## config.mk

```make
export PLATFORM = sky130hd
export DESIGN_NAME = pipelined_adder_sub
export DESIGN_NICKNAME = d
export VERILOG_FILES = /design/src/rtl/pipelined_adder_sub.sv
export SDC_FILE = /design/constraint.sdc
export NUM_CORES = 1
export LEC_CHECK = 0
export CAP_MARGIN = 20
export CORE_ASPECT_RATIO = 0.6
export CORE_MARGIN = 2
export CORE_UTILIZATION = 54
export DETAILED_ROUTE_END_ITERATION = 12
export PLACE_DENSITY = 0.77
export SLEW_MARGIN = 20
export SYNTH_ARGS = -nofsm -noshare
export SYNTH_HDL_FRONTEND = slang
export SYNTH_SLANG_ARGS = --single-unit
```

## constraint.sdc

```tcl
create_clock -name clk -period 2.8 [get_ports clk]
set_clock_uncertainty 0.05 [all_clocks]
set_input_delay 0.42 -clock clk [delete_from_list [all_inputs] [get_ports clk]]
set_output_delay 0.42 -clock clk [all_outputs]
set_load 0.05 [all_outputs]
```

## src/rtl/pipelined_adder_sub.sv

```systemverilog
// Pipelined WIDTH-bit add/subtract with valid/ready flow control.
// The carry chain is cut into STAGES chunks of WIDTH/STAGES bits (WIDTH % STAGES must be 0).
module pipelined_adder_sub #(
  parameter int WIDTH  = 32,
  parameter int STAGES = 4
) (
  input  logic             clk,
  input  logic             rst_n,
  input  logic             in_valid,
  output logic             in_ready,
  input  logic [WIDTH-1:0] X,
  input  logic [WIDTH-1:0] Y,
  input  logic             Cin,
  input  logic             sub,
  output logic             out_valid,
  input  logic             out_ready,
  output logic [WIDTH-1:0] S,
  output logic             Cout,
  output logic             V,
  output logic             Z
);

  localparam int CW = WIDTH / STAGES;

  logic              stall;
  logic              advance;
  logic [STAGES-1:0] vld_q;
  logic [STAGES:0]   vld_chain;
  logic              v_q;

  // vld_chain[k] is the valid bit presented to stage k; the top bit is the output beat.
  assign vld_chain = {vld_q, in_valid};
  assign out_valid = vld_chain[STAGES];
  assign stall     = out_valid && !out_ready;
  assign advance   = !stall;
  assign in_ready  = advance;

  // NOTE: sequential state uses non-blocking assignments so every stage samples pre-edge values.
  always_ff @(posedge clk or negedge rst_n) begin
    if (!rst_n) begin
      vld_q <= '0;
    end else if (advance) begin
      vld_q <= vld_chain[STAGES-1:0];
    end
  end

  // Each stage carries one word: low chunks already summed, high chunks still X.
  // The conditioned Ye operand shrinks by one chunk per stage as it is consumed.
  for (genvar k = 0; k < STAGES; k++) begin : g_stage
    localparam int YW = WIDTH - k * CW;

    logic [WIDTH-1:0] w_i;
    logic [WIDTH-1:0] w_d;
    logic [WIDTH-1:0] w_q;
    logic [YW-1:0]    y_i;
    logic             c_i;
    logic             c_q;
    logic [CW:0]      sum;

    if (k == 0) begin : g_src
      assign w_i = X;
      assign y_i = sub ? ~Y : Y;
      assign c_i = sub ? ~Cin : Cin;
    end else begin : g_src
      assign w_i = g_stage[k-1].w_q;
      assign y_i = g_stage[k-1].g_mid.y_q;
      assign c_i = g_stage[k-1].c_q;
    end

    assign sum = {1'b0, w_i[k*CW +: CW]} + {1'b0, y_i[CW-1:0]} + (CW + 1)'(c_i);

    // NOTE: the full default is assigned before the partial overwrite, so no latch is inferred.
    always_comb begin
      w_d              = w_i;
      w_d[k*CW +: CW]  = sum[CW-1:0];
    end

    if (k < STAGES - 1) begin : g_mid
      logic [YW-CW-1:0] y_q;

      // NOTE: datapath registers have no reset; the valid bits alone decide what is live.
      always_ff @(posedge clk) begin
        if (advance) begin
          w_q <= w_d;
          y_q <= y_i[YW-1:CW];
          c_q <= sum[CW];
        end
      end
    end else begin : g_last
      logic v_d;

      // Signed overflow: same-sign operands producing a result of the other sign.
      assign v_d = (w_i[WIDTH-1] == y_i[CW-1]) && (sum[CW-1] != w_i[WIDTH-1]);

      // Output registers only load real beats, so they stay quiet behind bubbles.
      always_ff @(posedge clk or negedge rst_n) begin
        if (!rst_n) begin
          w_q <= '0;
          c_q <= 1'b0;
          v_q <= 1'b0;
        end else if (advance && vld_chain[k]) begin
          w_q <= w_d;
          c_q <= sum[CW];
          v_q <= v_d;
        end
      end

      assign S    = w_q;
      assign Cout = c_q;
    end
  end

  assign V = v_q;
  // Gated by out_valid so the flag reads 0 while the output register is idle or in reset.
  assign Z = out_valid && (S == '0);

endmodule

```

==> run metrics <==
status=complete, no violations; RSZ-0062 raised after global routing=false; # port buffers=106; CP peak stage delay=710 ps; type of destination of the critical path=output pin; Syn Inst Count=442; Clock Sinks=approximately 190; final core occ=0.689; pin count of the biggest net entering global routing=71; clk buf depth=2; asr flop ratio synth=0.205; Least-Margin Pin Slew=888 ps; TritonCTS clock tree=built; Die ar.=0.0149 mm2; wire per inst=17.4 um; Min-Delay Path Class=in -> async; relative max-transition margin=0.408; # Post-CTS Setup Buffers=0; post-route cell area=0.00938 mm2; post-synth top area cell=edfxtp_1; Nets=673; arrival time at the worst endpoint=2150 ps; vias in the first global route=between 4,000 and 5,000; Initial Util=0.551; Final Slew Violations=0; max-cap viol count=0; syn_area_per_cell=17.0 um2; pre-CTS WS=70.6 ps; first-pass GRT wire length=20.7 mm; post-synthesis net count=between 500 and 600; Vias/cell=5.23; Synth Flop Type=edfxtp_1; CTS Root Buffer Type=clkbuf_16; GPL Wtd Cong=0.824; most common cell after layout, fill and taps aside=edfxtp_1; area post-placement=0.00879 mm2; initial antenna violation count=0; # diodes=0; FILL cells=880; Pre-antenna DRT Iters=4; synthesized cell area=between 0.007 and 0.008 mm2; most frequent cells in the layout=147 x edfxtp_1, 102 x clkdlybuf4s50_1, 45 x xor2_1; largest cells by area after synthesis=edfxtp_1 59%, dfrtp_1 13%, xor2_1 5.3%, ha_1 4.7%, mux2_2 3.2%; part of the cycle the worst path needs=0.936; critical path peak fanout=3; drt initial violations=~190; GR Overflow Total=0; Worst-path clk slew=70 ps; Post-synth EDFFs=147; Pleak=between 3 and 4 nW; CP Launch Type=flip-flop; area delta synth->final=25.1%; setup_tns=0 ps; peak supply drop=0.668 mV; Die Y=roughly 95 um; Final min period=2620 ps; Final Worst Setup Slack=180 ps; CP required=2330 ps; share of cells above drive strength 1=0.134; Hold Buf Count CTS=0; Setup Crit Path Kind=reg -> out; Fin. Hold Viols=0; Final ANT Viol Nets=0; Via Count=3,945; Routed WL=~13 mm; total track usage=0.191; area of the core=0.0136 mm2; cts repair resizes=0; Critical Path Slowest Stage Cell=nor4_1; Std-Cell Rows=33; Setup violations, final=0; HPWL Detailed=9.56 mm; post-synth top area share=0.588; H-Tree Depth=4; pwr dens=roughly 1200 mW/mm2; Cell Chain, Critical Path=nor4_1 > nand4_1 > nor3_1 > buf_4; sequential-to-total area share from yosys stat=0.715; Max Clk Rate=between 300 and 400 MHz; Die W=156 um; clock latency on the worst-skew pair=420 ps; synth unique cells=42; Synthesis Warnings=0; DRC=0; Yosys reg bits=~190; TritonCTS Buffers=17; I/O pin count=107
[per-stage QoR]
step	cells	hold slack (ps)	total power, mW
final	755	79.3	10.8
after global routing	755	141	11.4
after CTS	755	96.9	10.9
after detailed placement	723	355	8.52
after global placement	723	351	8.33
after floorplan	442	74.4	7.24
[layer usage]
metal	vias up	wire length, um	track usage
met4	0	121	0.0566
li1	1899	-	-
met1	1931	6030	0.258
met2	104	6150	0.301
met3	11	828	0.0641
met5	-	0	0
[where the power goes]
group / internal (mW) / switching [mW] / total (mW)
clock: 1.34 / 1.02 / 2.36
sequential: 4.23 / 0.485 / 4.72
combinational: 1.45 / 2.30 / 3.75
total: 7.03 / 3.81 / 10.8
[state kept, by name, indices dropped and copies added, names as in the netlist]
register / count
V: 1
g_stage.g_mid.y_q: 48
vld_q: 4
g_stage.w_q: 96
Cout: 1
g_stage.c_q: 3
S: 32
[synth_stat cells, types with 9 or more instances]
cell	n
xnor2_1	13
dfrtp_1	38
edfxtp_1	147
nand2_1	18
xor2_1	45
nor2_1	14
nor3_1	13
ha_1	28
mux2_2	21
a21oi_1	13
inv_1	9
[final timing paths]
path | endpoint | from | depth (start not counted) | slack, ps
worst max-delay path | Z | S[0] | 4 | 180
worst min-delay path | S[14] | rst_n | 1 | 80
worst max register to register | g_stage[1].c_q | g_stage[0].w_q[8] | 7 | 210
worst min register to register | g_stage[2].g_mid.y_q[2] | g_stage[1].g_mid.y_q[10] | 0 | 370
max in group asynchronous | S[1] | rst_n | 1 | 2070
min in group clk | g_stage[2].g_mid.y_q[2] | g_stage[1].g_mid.y_q[10] | 0 | 370
[layout make-up]
type	instances	area (um2)	area share
clock buffer	18	429	0.0457
clock inverter	14	163	0.0173
inverter	9	33.8	0.00360
multi-input combinational	239	2030	0.217
sequential	185	5370	0.572
tap	175	219	0.0233
timing repair buffer	115	1140	0.121
[worst max-delay path: cells and delay by family, from the launching register on]
kind | cells | cell delay (ps)
buffers and inverters | 1 | 230
AND/OR/NAND/NOR | 3 | 1120
flip-flops | 1 | 390
[cell families (layout without fill, tap and decap cells)]
group / after synthesis / count (layout) / synth area share
flip-flops: 185 / 185 / 0.715
AND/OR/NAND/NOR: 72 / 72 / 0.0475
XOR/XNOR: 58 / 58 / 0.0677
AO/OA/AOI/OAI: 44 / 44 / 0.0432
adder cells (fa/ha/maj): 36 / 36 / 0.0681
multiplexers: 29 / 29 / 0.0435
buffers and inverters: 18 / 156 / 0.0147
(Power assumes the default switching activity.)
